===== config.mk =====
export PLATFORM = sky130hd
export DESIGN_NAME = sram_port_arbiter
export DESIGN_NICKNAME = d
export VERILOG_FILES = /design/src/rtl/sram_arb_pkg.sv /design/src/rtl/sram_arb_rr_pick.sv /design/src/rtl/sram_port_arbiter.sv
export SDC_FILE = /design/constraint.sdc
export NUM_CORES = 1
export LEC_CHECK = 0
export CAP_MARGIN = 20
export CORE_MARGIN = 2
export CORE_UTILIZATION = 26
export CTS_CLUSTER_SIZE = 10
export DETAILED_ROUTE_END_ITERATION = 10
export PLACE_DENSITY = 0.88
export SYNTH_ARGS = -nofsm -noshare
export SYNTH_HDL_FRONTEND = slang
export SYNTH_HIERARCHICAL = 1
export SYNTH_SLANG_ARGS = --single-unit

===== constraint.sdc =====
create_clock -name clk -period 4.08 [get_ports clk]
set_clock_uncertainty 0.1 [all_clocks]
set_input_delay 0.816 -clock clk [delete_from_list [all_inputs] [get_ports clk]]
set_output_delay 0.816 -clock clk [all_outputs]
set_load 0.05 [all_outputs]

===== src/rtl/sram_arb_pkg.sv =====
// Shared types for the SRAM port arbiter.
// Word geometry of the SRAM and the arbiter FSM encoding.
package sram_arb_pkg;

  localparam int SRAM_ADDR_W = 18;
  localparam int SRAM_DATA_W = 16;

  // One-hot so that a corrupted register is detectable and recoverable
  typedef enum logic [1:0] {
    ARB_IDLE = 2'b01,
    ARB_BUSY = 2'b10
  } arb_state_e;

endpackage


===== src/rtl/sram_arb_rr_pick.sv =====
// Combinational winner select for the SRAM port arbiter.
// Round-robin from ptr_i+1 with wrap, or fixed priority (index 0 highest).
module sram_arb_rr_pick #(
  parameter int N         = 2,
  parameter int FIXED_PRI = 0,
  localparam int IW       = $clog2(N)
) (
  input  logic [N-1:0]  req_i,
  input  logic [IW-1:0] ptr_i,
  output logic [N-1:0]  gnt_o,
  output logic [IW-1:0] idx_o
);

  int            k;
  logic [IW-1:0] kk;
  logic          found;

  always_comb begin
    gnt_o = '0;
    idx_o = '0;
    found = 1'b0;
    k     = 0;
    kk    = '0;
    for (int i = 0; i < N; i++) begin
      if (FIXED_PRI != 0) k = i;
      else k = (int'(ptr_i) + 1 + i) % N;
      kk = IW'(k);
      if (!found && req_i[kk]) begin
        found = 1'b1;
        idx_o = kk;
      end
    end
    if (found) gnt_o[idx_o] = 1'b1;
  end

endmodule


===== src/rtl/sram_port_arbiter.sv =====
// Shares one single-port SRAM controller among NUM_REQ requesters.
// One access in flight; read data returns with a one-hot rvalid strobe.
module sram_port_arbiter
  import sram_arb_pkg::*;
#(
  parameter int NUM_REQ   = 2,
  parameter int ADDR_W    = SRAM_ADDR_W,
  parameter int DATA_W    = SRAM_DATA_W,
  parameter int FIXED_PRI = 0
) (
  input  logic                      clk,
  input  logic                      reset,
  input  logic [NUM_REQ-1:0]        req_i,
  input  logic [NUM_REQ-1:0]        rw_i,
  input  logic [NUM_REQ*ADDR_W-1:0] addr_i,
  input  logic [NUM_REQ*DATA_W-1:0] wdata_i,
  output logic [NUM_REQ-1:0]        gnt_o,
  output logic [NUM_REQ-1:0]        rvalid_o,
  output logic [DATA_W-1:0]         rdata_o,
  output logic                      mem_o,
  output logic                      rw_o,
  output logic [ADDR_W-1:0]         addr_o,
  output logic [DATA_W-1:0]         wdata_o,
  input  logic                      ready_i,
  input  logic [DATA_W-1:0]         rdata_i
);

  localparam int IW = $clog2(NUM_REQ);

  arb_state_e         state_q, state_d;
  logic [IW-1:0]      owner_q, owner_d;
  logic [IW-1:0]      ptr_q, ptr_d;
  logic               rd_pend_q, rd_pend_d;
  logic [NUM_REQ-1:0] win_gnt;
  logic [IW-1:0]      win_idx;
  logic               ret;
  logic               issue;

  sram_arb_rr_pick #(
    .N         (NUM_REQ),
    .FIXED_PRI (FIXED_PRI)
  ) u_pick (
    .req_i (req_i),
    .ptr_i (ptr_q),
    .gnt_o (win_gnt),
    .idx_o (win_idx)
  );

  // BUSY with ready_i behaves as IDLE in the same cycle
  assign ret   = (state_q == ARB_BUSY) && ready_i;
  assign issue = !reset && ready_i && (|req_i) &&
                 ((state_q == ARB_IDLE) || (state_q == ARB_BUSY));

  always_ff @(posedge clk or posedge reset) begin
    if (reset) begin
      state_q   <= ARB_IDLE;
      owner_q   <= '0;
      ptr_q     <= IW'(NUM_REQ - 1);
      rd_pend_q <= 1'b0;
    end else begin
      state_q   <= state_d;
      owner_q   <= owner_d;
      ptr_q     <= ptr_d;
      rd_pend_q <= rd_pend_d;
    end
  end

  always_comb begin
    state_d   = state_q;
    owner_d   = owner_q;
    ptr_d     = ptr_q;
    rd_pend_d = rd_pend_q;
    case (state_q)
      ARB_IDLE: if (issue) state_d = ARB_BUSY;
      ARB_BUSY: if (ready_i) state_d = issue ? ARB_BUSY : ARB_IDLE;
      default: begin
        state_d   = ARB_IDLE;
        rd_pend_d = 1'b0;
      end
    endcase
    if (ret) rd_pend_d = 1'b0;
    if (issue) begin
      owner_d   = win_idx;
      rd_pend_d = rw_i[win_idx];
      if (FIXED_PRI == 0) ptr_d = win_idx;
    end
  end

  always_comb begin
    gnt_o    = '0;
    rvalid_o = '0;
    mem_o    = 1'b0;
    rw_o     = 1'b1;
    addr_o   = '0;
    wdata_o  = '0;
    if (issue) begin
      gnt_o   = win_gnt;
      mem_o   = 1'b1;
      rw_o    = rw_i[win_idx];
      addr_o  = addr_i[win_idx*ADDR_W +: ADDR_W];
      wdata_o = wdata_i[win_idx*DATA_W +: DATA_W];
    end
    if (ret && rd_pend_q) rvalid_o[owner_q] = 1'b1;
  end

  assign rdata_o = rdata_i;

endmodule


==> results.py, run 1 <==
metrics = {
    "setup_path": {
        "worst_path_max_delay_cell": "clkdlybuf4s50_1",
        "cp_data_required_time_ns": 3.16,
        "end_kind": "primary output",
        "path_cells": "clkdlybuf4s50_1 -> a21boi_4 -> buf_4 -> mux2i_1 -> nor2_1 -> buf_12",
        "critical_path_arrival_ns": 2.56,
        "path_class": "in -> out",
        "max_stage_delay_ns": 0.54,
        "critPathLaunchType": "input port",
        "crit_fanout": 14,
        "regToRegSetupSlack_ns": 2.20,
    },
    "timing": {
        "hold_viol": 0,
        "max_slew_margin_pct": 66.69,
        "worst_slew_pin_slew_ns": 0.4981,
        "setup-violations-final": 0,
        "min_period_ns": 3.481,
        "timing.fmax_ghz": 0.2873,
        "rsz0062_at_grt": "false",
        "final.setup.tns_ns": 0,
        "slew_viol_final": 0,
        "period_share_pct": 85.31,
    },
    "detailed_routing": {
        "finalWirelength_um": 3984,
        "num_vias": 1253,
        "drt_iter0_drc": 25,
        "wl_met3_um": 437,
        "final_antenna_net_count": 0,
        "first_pass_iters": 4,
        "wl_met1_um": 1407,
        "drc": 0,
        "dr_wl_met2_um": 2108,
        "topRoutingLayerUsed": "met4",
        "via_per_inst": 4.507,
        "wl_per_cell_um": 14.33,
    },
    "logic_synthesis": {
        "netlist_area_mm2": 0.001018,
        "syn-num-nets": 224,
        "yosys_warnings": 6,
        "synth_seq_cells": 5,
        "yosysUniqueCellTypes": 22,
        "synth_top_area_cell": "mux2i_1",
        "syn_avg_cell_area_um2": 7.775,
        "seq_area_frac_synth_pct": 12.53,
        "syn_inst": 131,
        "synthTopCellsByArea": "mux2i_1 37%, buf_4 14%, nor2_1 14%, dfrtp_1 7.4%, dfstp_2 5.2%",
        "synth_top_area_share_pct": 37.35,
    },
    "global_route": {
        "first_global_vias": 1254,
        "grt_overflow": 0,
        "grt_use_total_pct": 17.28,
        "grt_start_max_net_pins": 26,
        "antenna_found_initial": 0,
        "grt_pass1_wl_um": 5913,
    },
    "power_and_ir_drop": {
        "p_leak_nw": 1.082,
        "p_per_area_mw_per_mm2": 332.3,
        "vdd_drop_max_uv": 288.6,
        "finalPower_mw": 0.8312,
    },
    "layout": {
        "n_antenna_cell": 0,
        "layout-drive-gt1-share_pct": 23.04,
        "finalNonFillerCells": 278,
        "fillers": 310,
        "seq_area_um2": 127.6,
        "multiInputGateArea_um2": 695.7,
        "area_growth_pct": 145.6,
        "fin_nets": 324,
    },
    "cts": {
        "post_cts.repair.setup_buffers": 0,
        "clk_latency_ns": 0.22,
        "cts_tree": "done",
        "cts-root-buf": "clkbuf_8",
        "numCtsBuffers": 3,
        "cts_buffer_depth": 2,
        "hold_buffers": 0,
        "h-tree-depth": 1,
        "cts.sinks": 5,
        "clkSlewWorstSetupHoldPaths_ns": 0.03,
        "cts_resized": 0,
    },
    "floorplanning": {
        "die_x_um": 66.59,
        "initial_core_util_pct": 27.41,
        "fp.coreArea_mm2": 0.003716,
        "rows": 22,
        "dieArea_mm2": 0.004434,
        "io_pins": 147,
        "die_height_um": 66.59,
    },
    "placed_design": {
        "dp_hpwl_um": 3412,
        "port_buffers": 114,
        "placed_cells": 274,
        "globalplace.congestion": 0.7195,
    },
    "flow_run": {
        "maxCapViolCount": 0,
    },
    "outcome": {
        "outcome": "complete, no violations",
    },
    "hold_path": {
        "hp-class": "reg -> reg",
    },
}
synthesized netlist by cell type:
| cell type | instances |
|---|---|
| mux2_2 | 1 |
| a221o_1 | 1 |
| o21ba_4 | 1 |
| buf_2 | 3 |
| buf_6 | 2 |
| o21ai_0 | 1 |
| inv_1 | 7 |
| nor2_1 | 37 |
| dfrtp_1 | 3 |
| nand2_1 | 3 |
| mux2_4 | 1 |
| nand3_1 | 1 |
| and2_1 | 2 |
| a21boi_0 | 2 |
| buf_4 | 19 |
| dfstp_2 | 2 |
| mux2i_1 | 38 |
| a21boi_1 | 1 |
| nand3_2 | 1 |
| nor2b_1 | 2 |
| ha_1 | 2 |
| a221oi_1 | 1 |
path summary, 6_finish.rpt:
path | startpoint | to | depth (start not counted)
setup reg to reg | state_q[0] | owner_q | 6
max in group asynchronous | reset | ptr_q | 2
min in group asynchronous | reset | owner_q | 2
hold / removal | owner_q | owner_q | 1
hold reg to reg | owner_q | owner_q | 1
setup / recovery | req_i[1] | addr_o[12] | 6
through the flow:
step	worst slack [ns]	hold WS [ns]	instance area [um2]	util [%]
after global placement	0.6240	0.4222	2456	66.09
after floorplan	0.9705	0.4027	1018	-
final	0.5993	0.4486	2501	67.31
after global routing	0.4661	0.4610	2501	67.31
after CTS	0.5865	0.4422	2501	67.31
after detailed placement	0.6042	0.4348	2456	66.09
worst max-delay path: cells and delay by family:
family	cells	cell delay (ns)
multiplexers	1	0.23
AND/OR/NAND/NOR	1	0.09
buffers and inverters	3	1.03
AO/OA/AOI/OAI	1	0.39
area by class of cell:
| class | count | area share (%) |
|---|---|---|
| clock buffers | 4 | 1.801 |
| inverters | 7 | 1.051 |
| well taps | 48 | 2.401 |
| flip-flops and latches | 5 | 5.103 |
| multi-input cells | 95 | 27.81 |
| repair buffers | 119 | 61.83 |
sequential cells by signal, indices dropped and copies added, names as in the netlist:
name,flops
state_q,2
owner_q,1
ptr_q,1
rd_pend_q,1
power breakdown:
group | internal [mW] | switching, mW
clock network | 0.0671 | 0.0244
registers | 0.0788 | 0.0195
logic | 0.319 | 0.322
total | 0.465 | 0.366
placed cells by master, fill, tap and decap left out, types with 2 or more instances in the layout:
cell type,Yosys,layout
and2_1,2,2
nand2_1,3,3
clkbuf_8,0,3
nor2_1,37,37
dfrtp_1,3,3
dfstp_2,2,2
nor2b_1,2,2
buf_12,0,37
clkdlybuf4s50_1,0,76
inv_1,7,7
buf_4,19,6
mux2i_1,38,38
ha_1,2,2
routing by layer:
layer | track usage, % | up-vias
met5 | 0 | -
met4 | 3.827 | 0
met3 | 5.236 | 6
met2 | 32.25 | 73
met1 | 18.98 | 561
li1 | - | 613
cell families (layout without fill, tap and decap cells):
kind of cell    count (synthesis)  count (layout)  synth area share, %
simple gates                   46              46                18.67
mux                            40              40                39.93
buf+inv                        31             130                20.27
compound gates                  7               7                6.143
flops                           5               5                12.53
fa+ha+maj                       2               2                2.457
Power figures use the tool's default switching activity.
==> run 2, diff against run 1 <==
- MAX_ROUTING_LAYER: unset -> met4
==> run 2 against run 1 <==
Combinational power about the same. Count of clock-buffer cells in the layout is the same. Wire length barely moved. Worst hold slack is the same. Maximum frequency is essentially flat. Register-to-register slack barely moved. Worst setup slack gained 0.00098 ns. Sequential power is essentially flat. Critical path type unchanged. Critical path depth stayed put. Global-route usage grew 0.45 points. Sequential share of layout area is the same.
==> results.py, run 2 (synthesized netlist as in run 1, its figures left out) <==
metrics = {
    "floorplanning": {
        "dieArea_mm2": 0.004434,
        "initial_core_util_pct": 27.41,
        "rows": 22,
        "die_height_um": 66.59,
        "fp.coreArea_mm2": 0.003716,
        "die_x_um": 66.59,
        "io_pins": 147,
    },
    "layout": {
        "top_register": "state_q",
        "largest_register_ffs": 2,
        "final_common_cell": "clkdlybuf4s50_1",
        "layout-drive-gt1-share_pct": 23.04,
        "fillers": 310,
        "final_cell_mix": "76 x clkdlybuf4s50_1, 38 x mux2i_1, 37 x nor2_1, 37 x buf_12, 7 x inv_1",
        "n_antenna_cell": 0,
        "finish.instance_area_mm2": 0.002501,
        "area_growth_pct": 145.6,
        "multiInputGateArea_um2": 695.7,
        "fin_nets": 324,
        "seq_area_um2": 127.6,
    },
    "timing": {
        "timing.fmax_ghz": 0.2874,
        "slew_viol_final": 0,
        "rsz0062_at_grt": "false",
        "hold_viol": 0,
        "worst_slew_pin_slew_ns": 0.4981,
        "period_share_pct": 85.29,
        "min_period_ns": 3.480,
        "setup-violations-final": 0,
        "final.setup.tns_ns": 0,
        "max_slew_margin_pct": 66.69,
    },
    "setup_path": {
        "regToRegSetupSlack_ns": 2.20,
        "end_kind": "primary output",
        "r2r_cells": 6,
        "rr_startpoint": "state_q[0]",
        "path_class": "in -> out",
        "crit_fanout": 14,
        "critPathLaunchType": "input port",
        "regToRegEndpoint": "owner_q",
        "cp_data_required_time_ns": 3.16,
        "critical_path_arrival_ns": 2.56,
    },
    "global_route": {
        "first_global_vias": 1254,
        "grt_overflow": 0,
        "grt_use_total_pct": 17.73,
        "grt_pass1_wl_um": 5913,
        "antenna_found_initial": 0,
        "grt_start_max_net_pins": 26,
    },
    "power_and_ir_drop": {
        "power_frac_clock_pct": 11.0,
        "finalPower_mw": 0.8312,
        "pwr-share-seq_pct": 11.8,
        "p_leak_nw": 1.082,
        "power_switching_mw": 0.3664,
        "vdd_drop_max_uv": 288.6,
        "switching_share_pct": 44.08,
        "p_per_area_mw_per_mm2": 332.3,
        "comb_power_share_pct": 77.2,
        "p_int_mw": 0.4648,
    },
    "cts": {
        "cts.sinks": 5,
        "post_cts.repair.setup_buffers": 0,
        "clk_latency_ns": 0.22,
        "cts-root-buf": "clkbuf_8",
        "cts_buffer_depth": 2,
        "numCtsBuffers": 3,
        "cts_resized": 0,
        "cts_tree": "done",
        "hold_buffers": 0,
        "h-tree-depth": 1,
        "clkSlewWorstSetupHoldPaths_ns": 0.03,
    },
    "detailed_routing": {
        "first_pass_iters": 4,
        "drc": 0,
        "finalWirelength_um": 3985,
        "drt_iter0_drc": 25,
        "wl_per_cell_um": 14.33,
        "via_per_inst": 4.511,
        "num_vias": 1254,
        "final_antenna_net_count": 0,
    },
    "hold_path": {
        "hold_start": "owner_q",
        "hp-class": "reg -> reg",
        "min_to": "owner_q",
        "whs_path_depth": 1,
    },
    "placed_design": {
        "dp_hpwl_um": 3412,
        "globalplace.congestion": 0.7279,
        "placed_cell_area_mm2": 0.002456,
        "port_buffers": 114,
    },
    "flow_run": {
        "maxCapViolCount": 0,
    },
    "outcome": {
        "outcome": "complete, no violations",
    },
}
-- run 2: cell counts in the layout (fill, tap and decap cells not counted) --
No cell type changed its count.
-- run 2: metal layers --
layer  vias to the layer above  part of all wire, %  wire length (um)  GRT usage, %
li1                        613                    -                 -             -
met4                         0                 0.78                31         3.827
met1                       562                   36              1427         19.29
met2                        73                   53              2108         32.25
met5                         -                    0                 0             -
met3                         6                   10               418         4.730
-- run 2: worst max-delay path by stage --
stage	startpoint	end	depth (start not counted)
2_1_floorplan	req_i[1]	addr_o[0]	5
3_3_place_gp	req_i[1]	wdata_o[4]	6
3_5_place_dp	req_i[1]	addr_o[12]	6
4_1_cts	req_i[1]	addr_o[12]	6
5_1_grt	req_i[1]	addr_o[11]	6
6_report	req_i[1]	addr_o[12]	6
-- run 2: worst max-delay path, stage by stage --
cell,delay [ns]
clkdlybuf4s50_1,0.54
a21boi_4,0.39
buf_4,0.32
mux2i_1,0.22
nor2_1,0.09
buf_12,0.17
-- run 2: layout make-up --
type / instances / share of cell area, %
clock buffer: 4 / 1.801
inverter: 7 / 1.051
multi-input combinational: 95 / 27.81
sequential: 5 / 5.103
tap: 48 / 2.401
timing repair buffer: 119 / 61.83
-- run 2: metrics by stage --
stage	setup slack [ns]	util (%)	std cells	hold slack, ns
after floorplan	0.9705	-	131	0.4027
after global placement	0.6240	66.09	274	0.4222
after detailed placement	0.6042	66.09	274	0.4348
after CTS	0.5865	67.31	278	0.4422
after global routing	0.4661	67.31	278	0.4610
final	0.6003	67.31	278	0.4486
-- run 2: power groups by stage --
| stage | Clock (mW) | Combinational [mW] | Sequential [mW] |
|---|---|---|---|
| floorplan | 0 | 0.394 | 0.0898 |
| global placement | 0 | 0.636 | 0.0966 |
| detailed placement | 0 | 0.644 | 0.0988 |
| CTS | 0.0937 | 0.647 | 0.0982 |
| global route | 0.0983 | 0.678 | 0.103 |
| finish | 0.0914 | 0.641 | 0.0983 |
==> run 3, diff against run 2 <==
- CORE_MARGIN: 2 -> unset
==> run 3 against run 2 <==
Sequential power decreased by 1%. Highest routed layer unchanged. Die area decreased by 5.9%. Non-clock buffer count down 3. Maximum frequency shrank 2.1%. First-iteration DRC count increased by 80%. Core utilization increased by 0.067 points. Global-route usage shrank 0.14 points. Count of clock-buffer cells in the layout did not move. Combinational power about the same. Worst hold slack lost 0.015 ns. Worst setup slack lost 0.074 ns.
==> results.py, run 3 (synthesized netlist as in run 1, its figures left out) <==
metrics = {
    "outcome": {
        "outcome": "complete, no violations",
    },
    "floorplanning": {
        "fp.coreArea_mm2": 0.003716,
        "dieArea_mm2": 0.004171,
        "die_height_um": 64.59,
        "initial_core_util_pct": 27.41,
        "die_x_um": 64.59,
        "rows": 22,
        "io_pins": 147,
    },
    "hold_path": {
        "hold_start": "owner_q",
        "hp-class": "reg -> reg",
    },
    "timing": {
        "worst_slew_pin_slew_ns": 0.5049,
        "final.setup.tns_ns": 0,
        "setup-violations-final": 0,
        "hold_viol": 0,
        "period_share_pct": 87.10,
        "max_slew_margin_pct": 66.23,
        "rsz0062_at_grt": "false",
        "min_period_ns": 3.554,
        "fin_hold_ws_ns": 0.4341,
        "timing.fmax_ghz": 0.2814,
        "slew_viol_final": 0,
    },
    "global_route": {
        "grt_start_max_net_pins": 38,
        "grt.met3_usage_pct": 4.049,
        "grt_util_met1_pct": 17.79,
        "grt_overflow": 0,
        "grt_use_total_pct": 17.59,
        "grt_busiest_layer": "met2",
        "first_global_vias": 1180,
        "antenna_found_initial": 0,
        "grt_pass1_wl_um": 5520,
        "grt.met2_usage_pct": 33.82,
    },
    "power_and_ir_drop": {
        "finalPower_mw": 0.8305,
        "p_leak_nw": 1.078,
        "vdd_drop_max_uv": 273.6,
        "p_per_area_mw_per_mm2": 331.7,
    },
    "cts": {
        "cts-root-buf": "clkbuf_8",
        "cts_tree": "done",
        "clkSlewWorstSetupHoldPaths_ns": 0.03,
        "numCtsBuffers": 3,
        "cts_buffer_depth": 2,
        "cts.sinks": 5,
        "cts_resized": 0,
        "clk_latency_ns": 0.22,
        "h-tree-depth": 1,
        "hold_buffers": 0,
        "post_cts.repair.setup_buffers": 0,
    },
    "setup_path": {
        "regToRegSetupSlack_ns": 1.96,
        "critPathLaunchType": "input port",
        "critical_path_arrival_ns": 2.64,
        "cp_data_required_time_ns": 3.16,
        "rr_startpoint": "state_q[0]",
        "end_kind": "primary output",
        "crit_fanout": 20,
        "path_class": "in -> out",
        "crit_path_start": "req_i[0]",
    },
    "detailed_routing": {
        "drt_iter0_drc": 45,
        "wl_per_cell_um": 13.40,
        "first_pass_iters": 4,
        "via_per_inst": 4.505,
        "drc": 0,
        "finalWirelength_um": 3685,
        "final_antenna_net_count": 0,
        "num_vias": 1239,
    },
    "layout": {
        "top_register": "state_q",
        "final_common_cell": "clkdlybuf4s50_1",
        "fin_nets": 321,
        "n_antenna_cell": 0,
        "final_cell_mix": "76 x clkdlybuf4s50_1, 39 x buf_12, 38 x mux2i_1",
        "finish.utilization_pct": 67.37,
        "area_growth_pct": 145.8,
        "largest_register_ffs": 2,
        "layout-drive-gt1-share_pct": 22.03,
    },
    "flow_run": {
        "maxCapViolCount": 0,
    },
    "placed_design": {
        "port_buffers": 114,
        "dp_hpwl_um": 3173,
        "globalplace.congestion": 0.7527,
    },
}
run 3: changes by cell type in the layout (fill, tap and decap cells not counted), sizes merged:
cell,previous run,this run
buf,43,40
run 3: final cells by class:
cell class / instances / area, um2
tap: 48 / 60.06
fill: 297 / 1212
timing repair buffer: 116 / 1549
multi-input combinational: 95 / 695.7
clock buffer: 4 / 45.04
inverter: 7 / 26.28
sequential: 5 / 127.6
run 3: worst paths after layout:
kind	cells past startpoint	endpoint
worst min register to register	1	owner_q
worst max-delay path	6	addr_o[0]
worst min-delay path	1	owner_q
min in group asynchronous	2	rd_pend_q
max in group asynchronous	2	state_q[0]
worst max register to register	6	owner_q
run 3: critical path, cell delays in order:
cell,delay (ns)
clkdlybuf4s50_1,0.57
o21ba_4,0.19
nand3_2,0.36
buf_12,0.31
nor2_1,0.21
buf_12,0.17
run 3: per-layer routing:
| layer | share of wire (%) | vias up |
|---|---|---|
| met5 | 0 | - |
| met4 | 0.76 | 0 |
| met3 | 9.5 | 4 |
| met2 | 56 | 74 |
| met1 | 34 | 552 |
| li1 | - | 609 |
run 3: stage by stage:
stage               setup WS (ns)  area [um2]  std cells
floorplan                  0.9705        1018        131
global placement           0.5524        2459        271
detailed placement         0.5154        2459        271
CTS                        0.4894        2504        275
global route               0.3642        2504        275
finish                     0.5264        2504        275
run 3: report_power, final:
part           internal (mW)  switching [mW]  leakage (nW)
combinational          0.321           0.321         0.995
sequential            0.0787          0.0182        0.0598
clock                 0.0671          0.0247        0.0228
total                  0.467           0.363          1.08
